$ cat src/rtl/sccb_target.sv
// SCCB target: oversampled 2-wire responder with an 8-bit register bank.
// Optional macro SCCB_ACK_EN: drive an I2C-style ACK (SIO_D low) during the X bit.
//
// state    | meaning
// ---------+----------------------------------------------------------
// S_IDLE   | bus idle, waiting for start
// S_ID     | shifting in device ID byte
// S_SUB    | shifting in sub-address byte
// S_WR     | shifting in write data byte
// S_RD     | driving read data byte onto SIO_D
// S_IGNORE | transaction ignored, waiting for stop or start
module sccb_target #(
    parameter logic [7:0] DEV_ID    = 8'h42,
    parameter int         NUM_REGS  = 16,
    parameter logic [7:0] RESET_VAL = 8'h00
) (
    input  logic       XCLK,
    input  logic       RST_N,
    input  logic       SIO_C,
    input  logic       SIO_DI,
    output logic       SIO_DO,
    output logic       SIO_DE,
    input  logic [7:0] host_addr,
    output logic [7:0] host_rdata,
    output logic       wr_strobe,
    output logic [7:0] wr_addr,
    output logic [7:0] wr_data,
    output logic       busy
);

    localparam int AW = (NUM_REGS > 1) ? $clog2(NUM_REGS) : 1;

    typedef enum logic [2:0] {
        S_IDLE,
        S_ID,
        S_SUB,
        S_WR,
        S_RD,
        S_IGNORE
    } state_t;

    state_t      state_q, state_d;
    logic [2:0]  sioc_q, siod_q;
    logic [3:0]  bit_cnt_q, bit_cnt_d;
    logic [7:0]  shift_in_q, shift_in_d;
    logic [7:0]  shift_out_q, shift_out_d;
    logic [7:0]  sub_ptr_q, sub_ptr_d;
    logic        id_match_q, id_match_d;
    logic        id_rd_q, id_rd_d;
    logic        do_q, do_d;
    logic        de_q, de_d;
    logic        ack_q, ack_d;
    logic        busy_q, busy_d;
    logic        wr_strobe_q, wr_strobe_d;
    logic [7:0]  wr_addr_q, wr_addr_d;
    logic [7:0]  wr_data_q, wr_data_d;
    logic        reg_we;
    logic [7:0]  ptr_rdata;
    logic [7:0]  regs_q [NUM_REGS];

    logic scl, sda, scl_rise, scl_fall, start_det, stop_det;

    function automatic logic in_range(input logic [7:0] a);
        in_range = ({1'b0, a} < 9'(NUM_REGS));
    endfunction

    // Sync flops reset to the idle-high bus level so reset never fakes a start.
    always_ff @(posedge XCLK or negedge RST_N) begin
        if (!RST_N) begin
            sioc_q <= 3'b111;
            siod_q <= 3'b111;
        end else begin
            sioc_q <= {sioc_q[1:0], SIO_C};
            siod_q <= {siod_q[1:0], SIO_DI};
        end
    end

    assign scl       = sioc_q[1];
    assign sda       = siod_q[1];
    assign scl_rise  = scl & ~sioc_q[2];
    assign scl_fall  = ~scl & sioc_q[2];
    assign start_det = scl & siod_q[2] & ~sda;
    assign stop_det  = scl & ~siod_q[2] & sda;

    always_comb begin
        ptr_rdata = 8'h00;
        if (in_range(sub_ptr_q)) begin
            ptr_rdata = regs_q[sub_ptr_q[AW-1:0]];
        end
    end

    always_comb begin
        host_rdata = 8'h00;
        if (in_range(host_addr)) begin
            host_rdata = regs_q[host_addr[AW-1:0]];
        end
    end

    always_comb begin
        state_d     = state_q;
        bit_cnt_d   = bit_cnt_q;
        shift_in_d  = shift_in_q;
        shift_out_d = shift_out_q;
        sub_ptr_d   = sub_ptr_q;
        id_match_d  = id_match_q;
        id_rd_d     = id_rd_q;
        do_d        = do_q;
        de_d        = de_q;
        ack_d       = ack_q;
        busy_d      = busy_q;
        wr_strobe_d = 1'b0;
        wr_addr_d   = wr_addr_q;
        wr_data_d   = wr_data_q;
        reg_we      = 1'b0;

        if (start_det) begin
            state_d   = S_ID;
            bit_cnt_d = 4'd0;
            busy_d    = 1'b1;
            de_d      = 1'b0;
            do_d      = 1'b1;
            ack_d     = 1'b0;
        end else if (stop_det) begin
            state_d   = S_IDLE;
            bit_cnt_d = 4'd0;
            busy_d    = 1'b0;
            de_d      = 1'b0;
            do_d      = 1'b1;
            ack_d     = 1'b0;
        end else begin
            if (scl_fall && ack_q) begin
                de_d  = 1'b0;
                do_d  = 1'b1;
                ack_d = 1'b0;
            end
            case (state_q)
                S_ID, S_SUB, S_WR: begin
                    if (scl_rise) begin
                        if (bit_cnt_q != 4'd8) begin
                            shift_in_d = {shift_in_q[6:0], sda};
                            bit_cnt_d  = bit_cnt_q + 4'd1;
                            if (state_q == S_ID && bit_cnt_q == 4'd7) begin
                                id_match_d = (shift_in_q[6:0] == DEV_ID[7:1]);
                                id_rd_d    = sda;
                            end
                        end else begin
                            bit_cnt_d = 4'd0;
                            case (state_q)
                                S_ID: begin
                                    if (!id_match_q) state_d = S_IGNORE;
                                    else if (id_rd_q) state_d = S_RD;
                                    else              state_d = S_SUB;
                                end
                                S_SUB: begin
                                    sub_ptr_d = shift_in_q;
                                    state_d   = S_WR;
                                end
                                default: begin
                                    if (in_range(sub_ptr_q)) begin
                                        reg_we      = 1'b1;
                                        wr_strobe_d = 1'b1;
                                        wr_addr_d   = sub_ptr_q;
                                        wr_data_d   = shift_in_q;
                                    end
                                    state_d = S_IGNORE;
                                end
                            endcase
                        end
                    end
`ifdef SCCB_ACK_EN
                    else if (scl_fall && bit_cnt_q == 4'd8 &&
                             (state_q != S_ID || id_match_q)) begin
                        de_d  = 1'b1;
                        do_d  = 1'b0;
                        ack_d = 1'b1;
                    end
`endif
                end
                S_RD: begin
                    // bit_cnt counts falling edges here; the 9th releases the bus for NA.
                    if (scl_fall) begin
                        if (bit_cnt_q == 4'd0) begin
                            shift_out_d = {ptr_rdata[6:0], 1'b0};
                            do_d        = ptr_rdata[7];
                            de_d        = 1'b1;
                            bit_cnt_d   = 4'd1;
                        end else if (bit_cnt_q != 4'd8) begin
                            shift_out_d = {shift_out_q[6:0], 1'b0};
                            do_d        = shift_out_q[7];
                            bit_cnt_d   = bit_cnt_q + 4'd1;
                        end else begin
                            de_d      = 1'b0;
                            do_d      = 1'b1;
                            bit_cnt_d = 4'd0;
                            state_d   = S_IGNORE;
                        end
                    end
                end
                default: ;
            endcase
        end
    end

    always_ff @(posedge XCLK or negedge RST_N) begin
        if (!RST_N) begin
            state_q     <= S_IDLE;
            bit_cnt_q   <= 4'd0;
            shift_in_q  <= 8'h00;
            shift_out_q <= 8'h00;
            sub_ptr_q   <= 8'h00;
            id_match_q  <= 1'b0;
            id_rd_q     <= 1'b0;
            do_q        <= 1'b1;
            de_q        <= 1'b0;
            ack_q       <= 1'b0;
            busy_q      <= 1'b0;
            wr_strobe_q <= 1'b0;
            wr_addr_q   <= 8'h00;
            wr_data_q   <= 8'h00;
        end else begin
            state_q     <= state_d;
            bit_cnt_q   <= bit_cnt_d;
            shift_in_q  <= shift_in_d;
            shift_out_q <= shift_out_d;
            sub_ptr_q   <= sub_ptr_d;
            id_match_q  <= id_match_d;
            id_rd_q     <= id_rd_d;
            do_q        <= do_d;
            de_q        <= de_d;
            ack_q       <= ack_d;
            busy_q      <= busy_d;
            wr_strobe_q <= wr_strobe_d;
            wr_addr_q   <= wr_addr_d;
            wr_data_q   <= wr_data_d;
        end
    end

    always_ff @(posedge XCLK or negedge RST_N) begin
        if (!RST_N) begin
            for (int i = 0; i < NUM_REGS; i++) begin
                regs_q[i] <= RESET_VAL;
            end
        end else if (reg_we) begin
            regs_q[sub_ptr_q[AW-1:0]] <= shift_in_q;
        end
    end

    assign SIO_DO    = do_q;
    assign SIO_DE    = de_q & ~(start_det | stop_det);
    assign busy      = busy_q;
    assign wr_strobe = wr_strobe_q;
    assign wr_addr   = wr_addr_q;
    assign wr_data   = wr_data_q;

endmodule
$ cat config.mk
export PLATFORM = sky130hd
export DESIGN_NAME = sccb_target
export DESIGN_NICKNAME = d
export VERILOG_FILES = /design/src/rtl/sccb_target.sv
export SDC_FILE = /design/constraint.sdc
export NUM_CORES = 1
export LEC_CHECK = 0
export CAP_MARGIN = 20
export CORE_UTILIZATION = 35
export DETAILED_ROUTE_END_ITERATION = 7
export GPL_ROUTABILITY_DRIVEN = 0
export PLACE_DENSITY_LB_ADDON = 0.08
export SETUP_SLACK_MARGIN = 0.1
export SLEW_MARGIN = 10
export SYNTH_ARGS = -nofsm -noshare
export SYNTH_HDL_FRONTEND = slang
export SYNTH_SLANG_ARGS = --single-unit
$ cat constraint.sdc
create_clock -name XCLK -period 2.6 [get_ports XCLK]
set_clock_uncertainty 0.15 [all_clocks]
set_input_delay 0.26 -clock XCLK [delete_from_list [all_inputs] [get_ports XCLK]]
set_output_delay 0.26 -clock XCLK [all_outputs]
set_load 0.02 [all_outputs]
* Word-level counts from Yosys, hierarchy flattened
Index checks and enable logic that the tools add are counted.
** Operators by class
- Add/subtract/negate cells :: 1
- $mul :: 0
- Divide/modulo/power cells :: 0
- $lt $le $gt $ge :: 5
- Equal/unequal tests :: 12
- Shift operators :: 0
- Mux-type cells :: 57
- Bitwise gates (word level) :: 19
- Reduce and logical (&&, ||, !) cells :: 17
** Operator list (count)
- bitwise mux 128 bit :: 1
- 2-to-1 mux 8 bit :: 9
- binary-select mux 8 bit (select 4 bit) :: 2
- demux 8 bit (select 4 bit) :: 1
- 2-to-1 mux 3 bit :: 9
- 2-to-1 mux 1 bit :: 26
- 2-to-1 mux 4 bit :: 6
- != test 4 bit (second input constant) :: 6
- AND reduction 6 bit :: 3
- less-than comparator 8 x 5 -> 1 bit (second input constant) :: 2
- one-hot mux 3 bit (2 select lines) :: 2
- greater-or-equal comparator 5 bit (second input constant) :: 2
- inverter 4 -> 5 bit :: 2
- AND reduction 5 bit :: 2
- inverter 1 bit :: 9
- one-hot mux 4 bit (2 select lines) :: 1
- bitwise AND 1 bit :: 7
- == test 7 x 6 -> 1 bit (second input constant) :: 1
- AND reduction 7 bit :: 1
- == test 3 x 2 -> 1 bit (second input constant) :: 2
- less-than comparator 5 x 1 -> 1 bit (second input constant) :: 1
- adder 4 x 1 -> 4 bit (second input constant) :: 1
- == test 4 x 3 -> 1 bit (second input constant) :: 1
- logical NOT 4 bit :: 1
- 10 further kinds :: 13
** Storage, ports and cells
- Bits in registers :: 188
- Bits in latches :: 0
- RAM bits :: 0
- Bits in read-only memories :: 0
- Bits of input ports :: 12
- Word-level logic and storage cells :: 143
- Memories kept :: 0

* Longest topological paths before layout
- Depth in word-level cells :: 10
- Depth in mapped cells :: 10

* Least setup slack after synthesis
No wires, ideal clock.
- Path kind :: input to output
- Start point :: input port host_addr[0]
- End point :: output port host_rdata[0]
- Data arrival time :: 1950 ps
- Data required time :: 2190 ps
- Setup slack :: 240 ps
- Stages on the path :: 5
- Buffers on the path :: 2
- Path through :: clkbuf_1 -> buf_2 -> mux4_2 -> mux4_2 -> nor2b_1
** On the way
- Cells in the longest elaborated chain, start to end :: 5
- Elaborated cells between the ends (all ways) :: 6
- Those cells by class :: order compare: 1; mux: 4; bitwise: 1
** Ends and longest elaborated chain
- from (decl) :: RTL line 23 : input logic [7:0] host_addr,
- inverter 4 -> 5 bit (not written as such) :: RTL line 95 : host_rdata = regs_q[host_addr[AW-1:0]];
- binary-select mux 8 bit (select 4 bit) :: RTL line 95
- 2-to-1 mux 8 bit (not written as such) (2 in a row) :: RTL line 95
- 2-to-1 mux 8 bit * :: RTL line 94 : if (in_range(host_addr)) begin
- to (decl) :: RTL line 24 : output logic [7:0] host_rdata,
Every way passes the cells marked *; elsewhere a longest branch is shown, timed or not. The select of a mux whose other input is x is not followed.

* Worst setup path in the final report
- Start point :: register regs_q[102] in the netlist's numbering
- End point :: output port host_rdata[6]
** On the way
- Cells in the longest elaborated chain, start to end :: 4
** Ends and longest elaborated chain
- from (decl) :: RTL line 59 : logic [7:0] regs_q [NUM_REGS];
- from (signal, indexed assignment) :: RTL line 244 : regs_q[sub_ptr_q[AW-1:0]] <= shift_in_q;
- binary-select mux 8 bit (select 4 bit) :: RTL line 95
- 2-to-1 mux 8 bit (not written as such) (2 in a row) :: RTL line 95
- 2-to-1 mux 8 bit :: RTL line 94
Every way passes these cells. The select of a mux whose other input is x is not followed.

==> metrics.md <==
| Metric | Value |
|---|---|
| Post-DRT Antenna Nets | `0` |
| Starting Density | `35.9%` |
| Num CTS Buffers | `17` |
| Fin nets | `757` |
| Min Hold Slack | `0.0791 ns` |
| First-pass GRT wire length | `40,100 um` |
| Drt wl/cell | `23.3 um` |
| Met3 WL | `1310 um` |
| Vias in the first global route | `6,279` |
| Utilization after layout | `43.2%` |
| Failing checks | `design-rule violations` |
| Status | `finished with violations` |
| Crit start category | `register` |
| WL final | `25,400 um` |
| CP Class | `reg -> out` |
| Synth area leader | `dfrtp_1` |
| Post-synth top flop | `dfrtp_1` |
| Crit path arrival time | `2.12 ns` |
| Worst Path Required | `2.19 ns` |
| Final Cycle Share | `97.4%` |
| Relative slew slack | `41.3%` |
| Final worst path period need | `2.53 ns` |
| Syn Nets | `666` |
| Clock Sinks | `186` |
| Post-synthesis sequential area ratio | `49.7%` |
| Die Height | `166 um` |
| Skew-Pair Late Insertion Delay | `0.43 ns` |
| Via count | `6,035` |
| Post-DR vias/cell | `5.53` |
| Slew at the pin closest to its max-slew limit | `0.880 ns` |
| CTS max path bufs | `2` |
| Most frequent cells in the layout | `dfrtp_1 (178), mux2_2 (140), buf_4 (74)` |
| Residual DRC | `8` |
| Antenna violations before repair | `0` |
| Synth Register Bits | `186` |
| Max Fclk | `395 MHz` |
| Synth Warn # | `0` |
| Slew Limit Fails | `0` |
| Largest net degree at the start of global routing | `72` |
| Overflow after GRT | `0` |
| MaxCap Viol Count | `0` |
| Drt initial violations | `488` |
| Power per cell area | `598 mW/mm^2` |
| Clock root cell | `clkbuf_16` |
| Reg2reg path depth | `9` |
| Synth unique cells | `49` |
| Top layer in use | `met4` |
| H-tree levels | `4` |
| Detailed Routing Iterations Pass 1 | `8` |
| Row count | `59` |
| Setup TNS | `0 ns` |
| Share of cells above drive strength 1 | `50.4%` |
| Clock transition at the registers of the reported paths | `0.07 ns` |
| Antenna diodes | `0` |
| Synth Instances | `652` |
| Ranking of synthesized cells by area | `dfrtp_1 (48%), mux4_2 (17%), mux2_2 (17%)` |
| CP Capture Type | `output pin` |
| Synthesized area | `0.00938 sq mm` |
| Synthesis-to-layout area growth | `20.5%` |
| Final hold violation count | `0` |
| Hold Path Class | `in -> reg` |
| Metal1 wirelength | `11,700 um` |
| Worst VDD drop | `0.388 mV` |
| Asr flop ratio synth | `100%` |
| Io pins | `40` |
| Die width | `166 um` |
| Final setup fails | `0` |
| Most common library cell in the layout ignoring fill and taps | `dfrtp_1` |
| Core box area | `0.0261 sq mm` |
| Post-DP HPWL | `17,900 um` |
| RSZ-0062 raised after global routing | `true` |
| Critical path peak fanout | `3` |
| Number of flops mapped to enable cells by yosys | `0` |
| Gr usage total | `19.6%` |
| Worst Hold Depth | `1` |
| DR WL met2 | `12,100 um` |
| Clock tree from TritonCTS | `yes` |
| Area of the die | `0.0274 sq mm` |
| Port Buffers | `39` |
| Mean Syn Cell Area | `14.4 sq um` |
| Static Leakage | `5.16 nW` |
| Synth top area share | `47.8%` |
[timing repair]
action	4_1_cts	5_1_grt
endpoints found under the setup margin	33	124
pin swaps	2	3
endpoints found under the hold margin	66	0
cloned	1	0
setup buffers	24	8
gates resized for setup	36	17
hold buffers	1	0
[power by group]
group	switching [W]	internal, W	leakage [nW]
clock network	0.00120	0.00128	0.257
logic	0.000573	0.000422	2.36
registers	0.000243	0.00304	2.54
total	0.00202	0.00474	5.16
[area by class of cell]
type	instances	area, sq um
inverters	7	28.8
clock buffers	19	443
fillers	2388	14800
clock inverters	13	109
flip-flops and latches	186	4660
well taps	335	419
repair buffers	125	1150
multi-input cells	406	4480
[worst max-delay path: stages, from the launching register on]
cell and delay (ns):
dfrtp_1 0.42, mux4_2 0.47, mux4_2 0.50, nor2b_1 0.15, buf_4 0.16
[cell families after synthesis]
logic type               Yosys count  share of synthesized area (%)
adder cells (fa/ha/maj)            2                          0.267
buffers and inverters             60                           2.84
AO/OA/AOI/OAI                     44                           3.20
XOR/XNOR                           1                         0.0934
multiplexers                     222                           35.6
AND/OR/NAND/NOR                  137                           8.25
flip-flops                       186                           49.7
[synthesized netlist by cell type (3+ instances only)]
| cell type | count |
|---|---|
| inv_1 | 6 |
| nor2_2 | 3 |
| mux4_2 | 72 |
| mux2_4 | 8 |
| nor3b_2 | 3 |
| buf_1 | 6 |
| a31oi_1 | 7 |
| clkbuf_1 | 31 |
| and2_1 | 8 |
| nand2b_1 | 5 |
| nand3b_1 | 3 |
| buf_6 | 3 |
| and3_1 | 3 |
| nand3_2 | 7 |
| dfrtp_1 | 179 |
| nor2_1 | 14 |
| a22o_1 | 14 |
| dfstp_2 | 7 |
| o21ai_0 | 10 |
| nand2_1 | 54 |
| mux2_2 | 140 |
| buf_2 | 12 |
| a21oi_1 | 7 |
| nand3_1 | 4 |
| nor2b_1 | 15 |
[path summary, 6_finish.rpt]
check | from | endpoint | slack, ns
hold / removal | SIO_C | sioc_q[0] | 0.08
max in group asynchronous | RST_N | siod_q[2] | 1.29
setup / recovery | regs_q[102] | host_rdata[6] | 0.07
min in group asynchronous | RST_N | regs_q[105] | 0.26
setup reg to reg | bit_cnt_q[1] | regs_q[78] | 0.15
hold reg to reg | siod_q[0] | siod_q[1] | 0.21
[state kept, by name (all words and copies together), names as in the netlist, 3 cells and up]
| signal | flops |
|---|---|
| shift_in_q | 8 |
| siod_q | 3 |
| wr_addr | 8 |
| shift_out_q | 7 |
| regs_q | 128 |
| bit_cnt_q | 4 |
| sub_ptr_q | 8 |
| state_q | 3 |
| wr_data | 8 |
| sioc_q | 3 |
[per-layer routing]
metal	vias up	global-route usage [%]
met1	3205	27.7
met5	-	0
met2	174	30.6
met4	0	6.01
met3	22	3.58
li1	2634	-
[stage by stage]
step	std cells	instance area, sq um	total power (W)	setup WS, ns
2_1_floorplan	652	9380	0.00379	0.240
3_3_place_gp	1025	10400	0.00426	-0.340
3_5_place_dp	1025	10400	0.00429	-0.367
4_1_cts	1083	11200	0.00681	0.0366
5_1_grt	1091	11300	0.00706	0.00276
6_report	1091	11300	0.00676	0.0677
Note: power is estimated with default switching activity, not from simulation.
